<file path="config.mk">
export PLATFORM = sky130hd
export DESIGN_NAME = usb_tx
export DESIGN_NICKNAME = d
export VERILOG_FILES = /design/src/rtl/usb_tx_pkg.sv /design/src/rtl/usb_crc16.sv /design/src/rtl/usb_tx.sv
export SDC_FILE = /design/constraint.sdc
export NUM_CORES = 1
export LEC_CHECK = 0
export ABC_AREA = 1
export BUFFER_PORTS_ARGS = -buffer_cell sky130_fd_sc_hd__clkbuf_2
export CORE_UTILIZATION = 46
export DETAILED_ROUTE_END_ITERATION = 10
export PLACE_DENSITY = 0.63
export SLEW_MARGIN = 20
export SYNTH_ARGS = -nofsm -noshare
export SYNTH_HDL_FRONTEND = slang
export SYNTH_SLANG_ARGS = --single-unit
</file>
<file path="constraint.sdc">
create_clock -name clk -period 2.3 [get_ports clk]
set_input_delay 0.23 -clock clk [delete_from_list [all_inputs] [get_ports clk]]
set_output_delay 0.23 -clock clk [all_outputs]
set_load 0.02 [all_outputs]
</file>
<file path="src/rtl/usb_tx_pkg.sv">
// Shared constants, command/state types and helpers for the USB FS transmitter.
package usb_tx_pkg;

  localparam int CLKS_PER_BIT = 8;
  localparam int PHASE_W      = $clog2(CLKS_PER_BIT);
  localparam int MAX_BYTES    = 64;
  localparam int STUFF_RUN    = 6;

  // tx_packet command encodings
  localparam logic [1:0] CMD_IDLE = 2'b00;
  localparam logic [1:0] CMD_DATA = 2'b01;
  localparam logic [1:0] CMD_ACK  = 2'b10;
  localparam logic [1:0] CMD_NAK  = 2'b11;

  localparam logic [7:0] SYNC_BYTE = 8'h80;
  localparam logic [7:0] PID_ACK   = 8'hD2;
  localparam logic [7:0] PID_NAK   = 8'h5A;
  localparam logic [7:0] PID_DATA0 = 8'hC3;

  localparam logic [15:0] CRC_POLY = 16'h8005;
  localparam logic [15:0] CRC_INIT = 16'hFFFF;

  typedef enum logic [2:0] {
    ST_IDLE, ST_SYNC, ST_PID, ST_DATA, ST_CRC, ST_EOP_SE0, ST_EOP_J, ST_REARM
  } tx_state_t;

  typedef struct packed {
    logic [1:0] pkt;
    logic [6:0] size;
  } tx_cmd_t;

  function automatic logic [7:0] pid_for(input logic [1:0] pkt);
    case (pkt)
      CMD_ACK: pid_for = PID_ACK;
      CMD_NAK: pid_for = PID_NAK;
      default: pid_for = PID_DATA0;
    endcase
  endfunction

  // Complemented remainder, reordered so bit 0 (sent first) is the x^15 term.
  function automatic logic [15:0] crc_tx_bits(input logic [15:0] rem);
    for (int i = 0; i < 16; i++) crc_tx_bits[i] = ~rem[15-i];
  endfunction

endpackage

</file>
<file path="src/rtl/usb_crc16.sv">
// Serial CRC16 (x^16+x^15+x^2+1), one data bit per enabled clock.
module usb_crc16
  import usb_tx_pkg::*;
(
  input  logic        clk,
  input  logic        n_rst,
  input  logic        clr,
  input  logic        en,
  input  logic        din,
  output logic [15:0] rem
);

  // Galois-style MSB-first shift; bits arrive in line order.
  always_ff @(posedge clk or posedge n_rst) begin
    if (n_rst)    rem <= CRC_INIT;
    else if (clr) rem <= CRC_INIT;
    else if (en)  rem <= {rem[14:0], 1'b0} ^ ((din ^ rem[15]) ? CRC_POLY : 16'h0000);
  end

endmodule

</file>
<file path="src/rtl/usb_tx.sv">
// USB full-speed packet transmitter: SYNC, PID, payload, CRC16, EOP with
// bit stuffing and NRZI, eight clocks per bit.
module usb_tx
  import usb_tx_pkg::*;
(
  input  logic       clk,
  input  logic       n_rst,
  input  logic [1:0] tx_packet,
  input  logic [7:0] tx_packet_data,
  input  logic [6:0] tx_packet_data_size,
  output logic       dPlus_out,
  output logic       dMinus_out,
  output logic       tx_done,
  output logic       get_tx_packet
);

  tx_state_t          state;
  tx_cmd_t            cmd;
  logic [PHASE_W-1:0] phase;      // clock within the current bit time
  logic [3:0]         bit_idx;    // bit within byte (0..7) or CRC (0..15)
  logic [6:0]         byte_cnt;   // payload bytes loaded so far
  logic [15:0]        sh;         // outgoing bits, LSB first
  logic [2:0]         ones;       // consecutive 1s sent, pre-NRZI
  logic               stuff;      // current bit time is a stuffed 0
  logic               line;       // NRZI line level, 1 = J
  logic [15:0]        crc_rem;

  logic       bit_start, bit_end, sending, stuffable, cur_bit, nrzi_next;
  logic       last_bit, need_stuff, more_bytes, fetch_pulse, crc_en, crc_clr;
  logic [6:0] size_c;

  assign bit_start  = (phase == '0);
  assign bit_end    = (phase == PHASE_W'(CLKS_PER_BIT - 1));
  assign sending    = state inside {ST_SYNC, ST_PID, ST_DATA, ST_CRC};
  assign stuffable  = state inside {ST_PID, ST_DATA, ST_CRC};
  assign cur_bit    = stuff ? 1'b0 : sh[0];
  assign nrzi_next  = cur_bit ? line : ~line;
  assign last_bit   = (state == ST_CRC) ? (bit_idx == 4'd15) : (bit_idx == 4'd7);
  assign need_stuff = stuffable && !stuff && (ones == 3'(STUFF_RUN));
  assign more_bytes = ((state == ST_PID) && (cmd.pkt == CMD_DATA) && (cmd.size != '0)) ||
                      ((state == ST_DATA) && (byte_cnt != cmd.size));
  // Request the next byte as the last data bit of the current byte goes out.
  assign fetch_pulse = bit_start && !stuff && (bit_idx == 4'd7) && more_bytes;
  assign crc_en      = bit_start && !stuff && (state == ST_DATA);
  assign crc_clr     = (state == ST_IDLE);
  assign size_c      = (tx_packet_data_size > 7'(MAX_BYTES)) ? 7'(MAX_BYTES)
                                                             : tx_packet_data_size;

  usb_crc16 u_crc (
    .clk   (clk),
    .n_rst (n_rst),
    .clr   (crc_clr),
    .en    (crc_en),
    .din   (sh[0]),
    .rem   (crc_rem)
  );

  // Packet FSM: bit timer, serializer, stuffer, NRZI and registered outputs.
  always_ff @(posedge clk or posedge n_rst) begin
    if (n_rst) begin
      state         <= ST_IDLE;
      cmd           <= '0;
      phase         <= '0;
      bit_idx       <= '0;
      byte_cnt      <= '0;
      sh            <= '0;
      ones          <= '0;
      stuff         <= 1'b0;
      line          <= 1'b1;
      dPlus_out     <= 1'b1;
      dMinus_out    <= 1'b0;
      tx_done       <= 1'b0;
      get_tx_packet <= 1'b0;
    end else begin
      tx_done       <= 1'b0;
      get_tx_packet <= fetch_pulse;
      case (state)
        ST_IDLE: begin
          if (tx_packet != CMD_IDLE) begin
            cmd     <= tx_cmd_t'{pkt: tx_packet, size: size_c};
            state   <= ST_SYNC;
            sh      <= {8'h00, SYNC_BYTE};
            bit_idx <= '0;
            phase   <= '0;
            ones    <= '0;
            stuff   <= 1'b0;
          end
        end
        ST_REARM: begin
          // A held command must drop back to IDLE before another packet.
          if (tx_packet == CMD_IDLE) state <= ST_IDLE;
        end
        default: begin
          phase <= phase + 1'b1;
          if (bit_start) begin
            if (sending) begin
              line       <= nrzi_next;
              dPlus_out  <= nrzi_next;
              dMinus_out <= ~nrzi_next;
              ones       <= cur_bit ? ones + 3'd1 : 3'd0;
            end else if (state == ST_EOP_SE0) begin
              dPlus_out  <= 1'b0;
              dMinus_out <= 1'b0;
            end else begin
              line       <= 1'b1;
              dPlus_out  <= 1'b1;
              dMinus_out <= 1'b0;
            end
          end
          if (bit_end) begin
            if (need_stuff) begin
              // Insert a 0 and hold the pending data bit for one more slot.
              stuff <= 1'b1;
            end else begin
              stuff <= 1'b0;
              case (state)
                ST_SYNC: begin
                  if (last_bit) begin
                    state   <= ST_PID;
                    sh      <= {8'h00, pid_for(cmd.pkt)};
                    bit_idx <= '0;
                  end else begin
                    sh      <= {1'b0, sh[15:1]};
                    bit_idx <= bit_idx + 4'd1;
                  end
                end
                ST_PID: begin
                  if (last_bit) begin
                    bit_idx <= '0;
                    if (cmd.pkt != CMD_DATA) begin
                      state <= ST_EOP_SE0;
                    end else if (cmd.size != '0) begin
                      state    <= ST_DATA;
                      sh       <= {8'h00, tx_packet_data};
                      byte_cnt <= 7'd1;
                    end else begin
                      state <= ST_CRC;
                      sh    <= crc_tx_bits(crc_rem);
                    end
                  end else begin
                    sh      <= {1'b0, sh[15:1]};
                    bit_idx <= bit_idx + 4'd1;
                  end
                end
                ST_DATA: begin
                  if (last_bit) begin
                    bit_idx <= '0;
                    if (byte_cnt == cmd.size) begin
                      state <= ST_CRC;
                      sh    <= crc_tx_bits(crc_rem);
                    end else begin
                      sh       <= {8'h00, tx_packet_data};
                      byte_cnt <= byte_cnt + 7'd1;
                    end
                  end else begin
                    sh      <= {1'b0, sh[15:1]};
                    bit_idx <= bit_idx + 4'd1;
                  end
                end
                ST_CRC: begin
                  if (last_bit) begin
                    state   <= ST_EOP_SE0;
                    bit_idx <= '0;
                  end else begin
                    sh      <= {1'b0, sh[15:1]};
                    bit_idx <= bit_idx + 4'd1;
                  end
                end
                ST_EOP_SE0: begin
                  if (bit_idx == 4'd1) begin
                    state   <= ST_EOP_J;
                    bit_idx <= '0;
                  end else begin
                    bit_idx <= bit_idx + 4'd1;
                  end
                end
                ST_EOP_J: begin
                  state   <= ST_REARM;
                  tx_done <= 1'b1;
                end
                default: state <= ST_IDLE;
              endcase
            end
          end
        end
      endcase
    end
  end

endmodule

</file>
==> flow_metrics.env, run 1 <==
export IMPL_outcome="completed"
export IMPL_grt_max_degree=37
export IMPL_yosysWarnings=0
export IMPL_vias=3320
export IMPL_die_h_um=92.8
export IMPL_crit_fanout=12
export IMPL_route_detailed_drc=0
export IMPL_grt_first_pass_wirelength_um=15000
export IMPL_relSlewSlack=0.539
export IMPL_r2r_start="bit_idx[0]"
export IMPL_fin_area_um2=4270
export IMPL_reg2reg_depth=11
export IMPL_place_congestion=0.919
export IMPL_rows=32
export IMPL_maxCapViolations=0
export IMPL_cp_startpoint="bit_idx[0]"
export IMPL_start_util=0.483
export IMPL_fin_setup_tns_ns=0
export IMPL_core_area_um2=7850
export IMPL_grt_overflow=0
export IMPL_tightest_slew_ns=0.690
export IMPL_yosysSeqAreaShare=0.448
export IMPL_drt_wl_total_um=8920
export IMPL_ys_top_cells_by_area="dfrtp_1 32%, nand2_1 15%, dfstp_2 12%"
export IMPL_clock_fmax_mhz=485
export IMPL_ir_drop_uv=741
export IMPL_grt_usage=0.227
export IMPL_clk_pin_slew_worst_paths_ns=0.08
export IMPL_synth_edff_count=0
export IMPL_crit_slowest_cell="dfrtp_1"
export IMPL_synthCells=511
export IMPL_async_reset_ff_frac=1.00
export IMPL_ios=23
export IMPL_drt_iter0_drc=237
export IMPL_synth_main_ff_cell="dfrtp_1"
export IMPL_p_leak_nw=2.18
export IMPL_clock_sinks=67
export IMPL_post_cts_buffers=0
export IMPL_clock_latency_ns=0.36
export IMPL_antenna_found_initial=0
export IMPL_endpoint="sh[4]"
export IMPL_ant_nets=0
export IMPL_period_share=0.896
export IMPL_dr_pass1_iters=4
export IMPL_synth_area_um2=3790
export IMPL_setup_slack_ns=0.240
export IMPL_synth_avg_cell_area_um2=7.41
export IMPL_hpwl_um=6590
export IMPL_place_worst_setup_slack_ns=0.187
export IMPL_yosys_area_top_type_share=0.324
export IMPL_slew_viol_final=0
export IMPL_clockBufferDepth=2
export IMPL_rsz0062_at_grt="false"
export IMPL_synth_distinct_cells=37
export IMPL_avgViaCountPerCell=5.10
export IMPL_critPathMaxStageDelay_ns=0.42
export IMPL_power_density_nw_per_um2=1190
export IMPL_finalCriticalPeriod_ns=2.06
export IMPL_setup_viol=0
export IMPL_numCtsBuffers=9
export IMPL_worst_r2r_setup_slack_ns=0.24
export IMPL_hold_path_class="input port to register"
export IMPL_path_class="register to register"
export IMPL_finalHoldViolCount=0
export IMPL_wl_per_cell_um=13.7
export IMPL_fin_skew_ns=0.0118
export IMPL_die_width_um=92.8
export IMPL_cts_tree="built"
export IMPL_dieArea_um2=8600
export IMPL_cts_root_buf="clkbuf_8"
export IMPL_place_area_um2=4050
export IMPL_critPathArrivalTime_ns=2.34
export IMPL_area_growth_pct=12.8
export IMPL_power_w=0.00508
export IMPL_portBuffers=22
export IMPL_synth_top_area_cell="dfrtp_1"
export IMPL_required_ns=2.58
export IMPL_n_antenna_cell=0
export IMPL_grt_pass1_vias=3131
export IMPL_timing_rr_end="sh[4]"
export IMPL_cts_htree_levels=3
export IMPL_synth_nets=538
export IMPL_start_kind="register"
export IMPL_synth_seq_cells=67
export IMPL_whs_path_depth=3
export IMPL_hold_ws_ns=0.103
export IMPL_critPathCaptureType="register"
export IMPL_drive_above_1_share=0.155
export IMPL_crit_chain="ha_1 > nand2_1 > nor2_2 > nand2_2 > nand2_4 > buf_4 > o21ai_0 > a21oi_1 > nand3_1 > nand2_1 > o21ai_0"
export IMPL_nNetsFinal=571
layer usage:
layer | part of all wire | track usage | routed length [µm]
met5 | 0 | 0 | 0
met4 | 0.016 | 0.0872 | 142
met3 | 0.046 | 0.0534 | 410
met2 | 0.42 | 0.332 | 3790
met1 | 0.51 | 0.325 | 4580
worst min path at each step:
stage | from | end | slack [ns]
floorplan | tx_packet_data_size[0] | cmd[0] | 0.35
global route | tx_packet_data_size[5] | cmd[5] | 0.13
finish | tx_packet_data_size[2] | cmd[2] | 0.10
CTS | tx_packet_data_size[2] | cmd[2] | 0.1
detailed placement | n_rst | byte_cnt[3] | 0.38
global placement | n_rst | cmd[8] | 0.37
layout by cell type, fill, tap and decap left out, drive strengths merged, types with 8 or more instances in the layout:
cell type / instances
buf: 8
a21oi: 25
nand2: 155
ha: 8
nor2: 58
dfstp: 18
o21ai: 37
nand3: 42
clkbuf: 32
inv: 73
dfrtp: 49
flip-flops by register name (all words and copies together) (netlist names):
name,cells
cmd,9
dPlus_out,1
u_crc.rem,16
sh,16
tx_done,1
bit_idx,4
dMinus_out,1
state,3
ones,3
byte_cnt,7
stuff,1
phase,3
get_tx_packet,1
line,1
logic make-up (layout without fill, tap and decap cells):
group                      Yosys count  after routing  share of synthesized area
and+or+nand+nor                    264            264                      0.295
buffers and inverters               82            120                     0.0849
AOI/OAI and AO/OA                   80             80                      0.122
DFF                                 67             67                      0.448
xor gates and xnor gates            10             10                     0.0231
adders and majority gates            8              8                     0.0264
repair_timing:
action / in CTS / in global routing
endpoints found under the hold margin: 11 / 0
setup endpoints to repair: 0 / 9
gates resized for setup: 0 / 2
hold buffers: 1 / 0
critical path, delay by kind of cell, from the launching register on:
family          cells  cell delay, ns
simple gates        6            0.65
compound gates      3            0.51
fa+ha+maj           1            0.22
flops               1            0.42
buf+inv             1            0.19
synthesized netlist by cell type, types with 6 or more instances:
master / number
nand3_1: 41
nand2_1: 149
dfrtp_1: 49
a21oi_1: 24
dfstp_2: 18
o21ai_0: 33
nand4_1: 6
inv_1: 68
nor2_1: 55
ha_1: 8
cell type report:
type	instances	area [µm²]
fill	776	3570
tap	102	128
clock inverter	6	65.1
multi-input combinational	362	1780
clock buffer	10	138
inverter	73	274
timing repair buffer	31	193
sequential	67	1700
per-stage QoR:
stage / util / instances
after detailed placement: 0.516 / 634
after floorplan: - / 511
final: 0.545 / 651
after global placement: 0.516 / 634
after global routing: 0.545 / 651
after CTS: 0.543 / 651
where the power goes:
group	internal, W	switching [W]	total (W)
logic	0.000702	0.00149	0.00220
registers	0.00160	0.000256	0.00186
clock network	0.000530	0.000495	0.00103
No activity file was read; power rests on OpenSTA's default activity.
==> run 2: changes to the inputs <==
Settings changed: PLACE_DENSITY 0.63 to default.
==> run 2 against run 1 <==
Die area did not move. First-iteration DRC count fell by 7.2%. Clock skew fell by 0.0031 ns. Global-route usage rose by 0.84 points. Highest routed layer unchanged. Wire length rose by 0.55%. Worst setup slack got worse by 0.015 ns. Critical endpoint unchanged. Largest power group unchanged. Worst hold slack improved by 0.0063 ns. Sequential share of layout area fell by 0.67 points. Clock power rose by 17%. Sequential cell count did not move.
==> flow_metrics.env, run 2 (synthesis results as in run 1) <==
export IMPL_largestRegisters="sh (16), u_crc.rem (16), cmd (9)"
export IMPL_pwr_share_clk=0.226
export IMPL_grt_first_pass_wirelength_um=15700
export IMPL_dr_pass1_iters=5
export IMPL_swShare=0.425
export IMPL_clk_pin_slew_worst_paths_ns=0.08
export IMPL_clock_latency_ns=0.35
export IMPL_ios=23
export IMPL_finalHoldViolCount=0
export IMPL_die_width_um=92.8
export IMPL_power_w=0.00534
export IMPL_start_util=0.483
export IMPL_ir_drop_uv=621
export IMPL_antenna_found_initial=0
export IMPL_pwr_share_comb=0.425
export IMPL_dieArea_um2=8600
export IMPL_grt_max_degree=36
export IMPL_p_switching_w=0.00227
export IMPL_hold_path_class="input port to register"
export IMPL_cp_startpoint="bit_idx[0]"
export IMPL_critPathCaptureType="register"
export IMPL_start_kind="register"
export IMPL_stdcell_count=655
export IMPL_setup_viol=0
export IMPL_die_h_um=92.8
export IMPL_critPathArrivalTime_ns=2.30
export IMPL_portBuffers=22
export IMPL_cts_root_buf="clkbuf_8"
export IMPL_intPower_w=0.00307
export IMPL_clock_fmax_mhz=482
export IMPL_vias=3308
export IMPL_place_congestion=0.961
export IMPL_rsz0062_at_grt="false"
export IMPL_ant_nets=0
export IMPL_clockBufferDepth=2
export IMPL_slew_viol_final=0
export IMPL_hpwl_um=6920
export IMPL_rows=32
export IMPL_core_area_um2=7850
export IMPL_path_class="register to register"
export IMPL_required_ns=2.52
export IMPL_hold_ws_ns=0.110
export IMPL_n_antenna_cell=0
export IMPL_avgViaCountPerCell=5.05
export IMPL_wl_per_cell_um=13.7
export IMPL_drt_wl_total_um=8970
export IMPL_mostFrequentLayoutCells="148 x nand2_1, 67 x inv_1, 54 x nor2_1"
export IMPL_finalCriticalPeriod_ns=2.07
export IMPL_p_leak_nw=2.22
export IMPL_maxCapViolations=0
export IMPL_clock_sinks=67
export IMPL_drive_above_1_share=0.163
export IMPL_fin_skew_ns=0.00873
export IMPL_cts_htree_levels=3
export IMPL_power_density_nw_per_um2=1230
export IMPL_grt_pass1_vias=3237
export IMPL_cts_tree="built"
export IMPL_relSlewSlack=0.663
export IMPL_final_common_cell="nand2_1"
export IMPL_area_growth_pct=14.8
export IMPL_crit_fanout=12
export IMPL_drt_iter0_drc=220
export IMPL_fin_setup_tns_ns=0
export IMPL_post_cts_buffers=0
export IMPL_nNetsFinal=575
export IMPL_tightest_slew_ns=0.501
export IMPL_period_share=0.902
export IMPL_dp_cells=638
export IMPL_r2r_start="bit_idx[0]"
export IMPL_numCtsBuffers=9
export IMPL_grt_usage=0.236
export IMPL_seqPwrFrac=0.349
export IMPL_route_detailed_drc=0
export IMPL_grt_overflow=0
export IMPL_outcome="completed"
export IMPL_worstHoldStart="tx_packet_data_size[0]"
[run 2: critical path: stages (launching register included)]
cell and delay [ns]:
dfrtp_1 0.42, ha_1 0.19, nand2_1 0.09, nor2_2 0.20
nand2_4 0.14, nand2_4 0.13, buf_4 0.20, o21ai_0 0.20
a21oi_1 0.18, nand3_1 0.09, nand2_1 0.05, o21ai_0 0.07
[run 2: cell type report]
cell class / instances / area (µm²)
Timing Repair Buffer: 35 / 223
Clock inverter: 7 / 115
Multi-Input combinational cell: 362 / 1790
Fill cell: 822 / 3500
Sequential cell: 67 / 1700
Tap cell: 102 / 128
Clock buffer: 9 / 124
Inverter: 73 / 274
[run 2: layer usage]
layer	wire, µm	global-route usage
met3	389	0.0419
met1	4650	0.350
met4	180	0.0833
met5	0	0
met2	3740	0.343
[run 2: what timing repair did]
action / CTS / global route
endpoints found under the hold margin: 9 / 0
endpoints found under the setup margin: 0 / 12
resized for setup: 0 / 4
hold buffers: 1 / 0
[run 2: per-stage QoR]
step	cell area [µm²]	utilization	worst slack, ns
2_1_floorplan	3790	-	0.417
3_3_place_gp	4080	0.520	0.264
3_5_place_dp	4080	0.520	0.173
4_1_cts	4330	0.552	0.146
5_1_grt	4350	0.554	0.0363
6_report	4350	0.554	0.225
[run 2: power by group through the flow]
stage	combinational, W	sequential [W]	clock [W]
after floorplan	0.00164	0.00182	0
after global routing	0.00262	0.00191	0.00127
final	0.00227	0.00186	0.00120
after global placement	0.00223	0.00187	0
after CTS	0.00227	0.00186	0.00122
after detailed placement	0.00226	0.00187	0
[run 2: path summary, 6_finish.rpt]
| path | endpoint | slack [ns] | cells past startpoint |
|---|---|---|---|
| min in group asynchronous | cmd[4] | 0.36 | 3 |
| max in group asynchronous | line | 1.30 | 4 |
| max | sh[4] | 0.23 | 11 |
| min | cmd[0] | 0.11 | 3 |
| min reg2reg | sh[11] | 0.49 | 2 |
| max reg2reg | sh[4] | 0.23 | 11 |
==> run 3: changes to the inputs <==
Settings changed: ABC_AREA 1 to default, CORE_MARGIN from default to 2, CORE_UTILIZATION 46 to 50, PLACE_DENSITY from default to 0.68.
==> run 3 against run 2 <==
Die area is 5.0% lower. Global-route usage barely moved. Wire length increased by 2.1%. Sequential share of layout area decreased by 0.067 points. Worst setup slack worse by 0.11 ns. Final area is 0.17% higher. Cell count fell by 12%.
==> flow_metrics.env, run 3 <==
export IMPL_die_h_um=90.4
export IMPL_p_switching_w=0.000483
export IMPL_intPower_w=0.00173
export IMPL_drive_above_1_share=0.208
export IMPL_reg2reg_depth=7
export IMPL_multi_input_area_um2=1930
export IMPL_cts_htree_levels=3
export IMPL_hold_path_class="input port to register"
export IMPL_place_congestion=0.885
export IMPL_synth_area_um2=3730
export IMPL_core_area_um2=7250
export IMPL_drt_wl_total_um=9150
export IMPL_pwr_share_clk=0.443
export IMPL_cts_root_buf="clkbuf_8"
export IMPL_mostFrequentLayoutCells="68 x nand2_1, 49 x dfrtp_1, 46 x o21ai_0"
export IMPL_stdcell_count=574
export IMPL_clk_pin_slew_worst_paths_ns=0.07
export IMPL_power_w=0.00221
export IMPL_start_kind="register"
export IMPL_portBuffers=22
export IMPL_whs_path_depth=3
export IMPL_drt_iter0_drc=211
export IMPL_synth_distinct_cells=60
export IMPL_p_leak_nw=1.96
export IMPL_outcome="completed"
export IMPL_rows=31
export IMPL_vias=3289
export IMPL_fin_skew_ns=0.00857
export IMPL_maxCapViolations=0
export IMPL_place_worst_setup_slack_ns=0.0340
export IMPL_rsz0062_at_grt="false"
export IMPL_dp_cells=556
export IMPL_yosys_area_top_type_share=0.328
export IMPL_avgViaCountPerCell=5.73
export IMPL_fin_area_um2=4360
export IMPL_grt_overflow=0
export IMPL_final_common_cell="nand2_1"
export IMPL_setup_viol=0
export IMPL_ys_top_cells_by_count="68 x nand2_1, 49 x dfrtp_1, 46 x o21ai_0, 39 x nor2_1, 20 x a21oi_1"
export IMPL_die_width_um=90.4
export IMPL_critPathCaptureType="register"
export IMPL_period_share=0.948
export IMPL_grt_pass1_vias=3093
export IMPL_clock_sinks=67
export IMPL_crit_fanout=16
export IMPL_ant_nets=0
export IMPL_grt_usage=0.235
export IMPL_seqPwrFrac=0.533
export IMPL_clockBufferDepth=2
export IMPL_synth_seq_cells=67
export IMPL_setup_slack_ns=0.120
export IMPL_fin_setup_tns_ns=0
export IMPL_nFillCells=636
export IMPL_numCtsBuffers=9
export IMPL_ys_top_cells_by_area="dfrtp_1 33%, dfstp_2 13%, nand2_1 6.8%"
export IMPL_critPathArrivalTime_ns=2.41
export IMPL_swShare=0.219
export IMPL_largestRegisters="sh (16), u_crc.rem (16), cmd (9)"
export IMPL_nNetsFinal=497
export IMPL_yosysMostFrequentCell="nand2_1"
export IMPL_clock_latency_ns=0.36
export IMPL_async_reset_ff_frac=1.00
export IMPL_clock_fmax_mhz=459
export IMPL_seq_area_um2=1700
export IMPL_cts_tree="built"
export IMPL_finalCriticalPeriod_ns=2.18
export IMPL_yosysWarnings=0
export IMPL_synth_nets=451
export IMPL_ir_drop_uv=267
export IMPL_tightest_slew_ns=0.486
export IMPL_power_density_nw_per_um2=508
export IMPL_place_area_um2=4130
export IMPL_wl_per_cell_um=15.9
export IMPL_n_antenna_cell=0
export IMPL_route_detailed_drc=0
export IMPL_yosysSeqAreaShare=0.455
export IMPL_dieArea_um2=8170
export IMPL_antenna_found_initial=0
export IMPL_grt_max_degree=68
export IMPL_relSlewSlack=0.667
export IMPL_required_ns=2.53
export IMPL_path_class="register to register"
export IMPL_finalHoldViolCount=0
export IMPL_slew_viol_final=0
export IMPL_pwr_share_comb=0.024
export IMPL_synthCells=424
export IMPL_synth_avg_cell_area_um2=8.81
export IMPL_start_util=0.515
export IMPL_grt_first_pass_wirelength_um=15200
export IMPL_synth_top_area_cell="dfrtp_1"
export IMPL_synth_edff_count=0
export IMPL_synth_main_ff_cell="dfrtp_1"
export IMPL_dr_pass1_iters=6
export IMPL_hpwl_um=6580
export IMPL_ios=23
export IMPL_area_growth_pct=16.7
-- run 3: cell count changes in the layout (fill, tap and decap cells not counted), moves of 7 or more --
| cell | previous run | this run |
|---|---|---|
| nand2_1 | 148 | 68 |
| inv_1 | 67 | 10 |
| nand3_1 | 41 | 18 |
| nor2_1 | 54 | 39 |
| buf_4 | 11 | 31 |
| o21ai_0 | 33 | 46 |
| nor3_1 | 1 | 8 |
| nand2b_1 | 0 | 13 |
-- run 3: repair_timing --
action | 4_1_cts | 5_1_grt
hold buffers | 1 | 0
setup endpoints to repair | 0 | 24
endpoints found under the hold margin | 49 | 0
resized for setup | 0 | 3
buffers inserted | 0 | 1
-- run 3: final cells by class --
cell class,count,area share
clock buffers,13,0.0342
repair buffers,55,0.0856
clock inverters,3,0.00919
flip-flops and latches,67,0.390
multi-input cells,326,0.443
well taps,99,0.0284
inverters,11,0.00948
-- run 3: per-layer routing --
layer  global-route usage  vias to the layer above  wire length (µm)
met2                0.345                      100              4150
met3               0.0559                        7               501
met5                    0                        -                 0
met4               0.0808                        0                90
li1                     -                     1609                 -
met1                0.343                     1573              4410
-- run 3: power by group through the flow --
stage          clock, W  sequential, W  combinational (W)
3_3_place_gp          0        0.00120          0.0000537
2_1_floorplan         0        0.00120          0.0000237
5_1_grt         0.00106        0.00118          0.0000612
4_1_cts         0.00101        0.00118          0.0000551
3_5_place_dp          0        0.00120          0.0000537
6_report       0.000979        0.00118          0.0000526
-- run 3: cells by family after synthesis --
| logic type | count (synthesis) | share of synthesized area |
|---|---|---|
| simple gates | 177 | 0.231 |
| compound gates | 122 | 0.207 |
| flops | 67 | 0.455 |
| buf+inv | 31 | 0.0332 |
| xor+xnor | 12 | 0.0281 |
| fa+ha+maj | 9 | 0.0295 |
| mux | 6 | 0.0168 |
-- run 3: worst paths after layout --
check,start,end,slack (ns)
worst min-delay path,tx_packet_data_size[4],cmd[4],0.11
max in group asynchronous,n_rst,u_crc.rem[5],1.49
worst max-delay path,phase[0],sh[2],0.12
worst min register to register,u_crc.rem[10],u_crc.rem[11],0.47
min in group asynchronous,n_rst,cmd[0],0.46
worst max register to register,phase[0],sh[2],0.12
-- run 3: worst max-delay path: stages, from the launching register on --
cell	delay (ns)
dfrtp_1	0.38
ha_1	0.16
ha_1	0.19
mux2i_1	0.18
or4_1	0.60
buf_4	0.22
a221oi_1	0.24
nor2_1	0.08
-- run 3: metrics by stage --
step	utilization	hold WS, ns
5_1_grt	0.600	0.112
6_report	0.600	0.107
3_5_place_dp	0.569	0.315
3_3_place_gp	0.569	0.314
2_1_floorplan	-	0.353
4_1_cts	0.597	0.0894
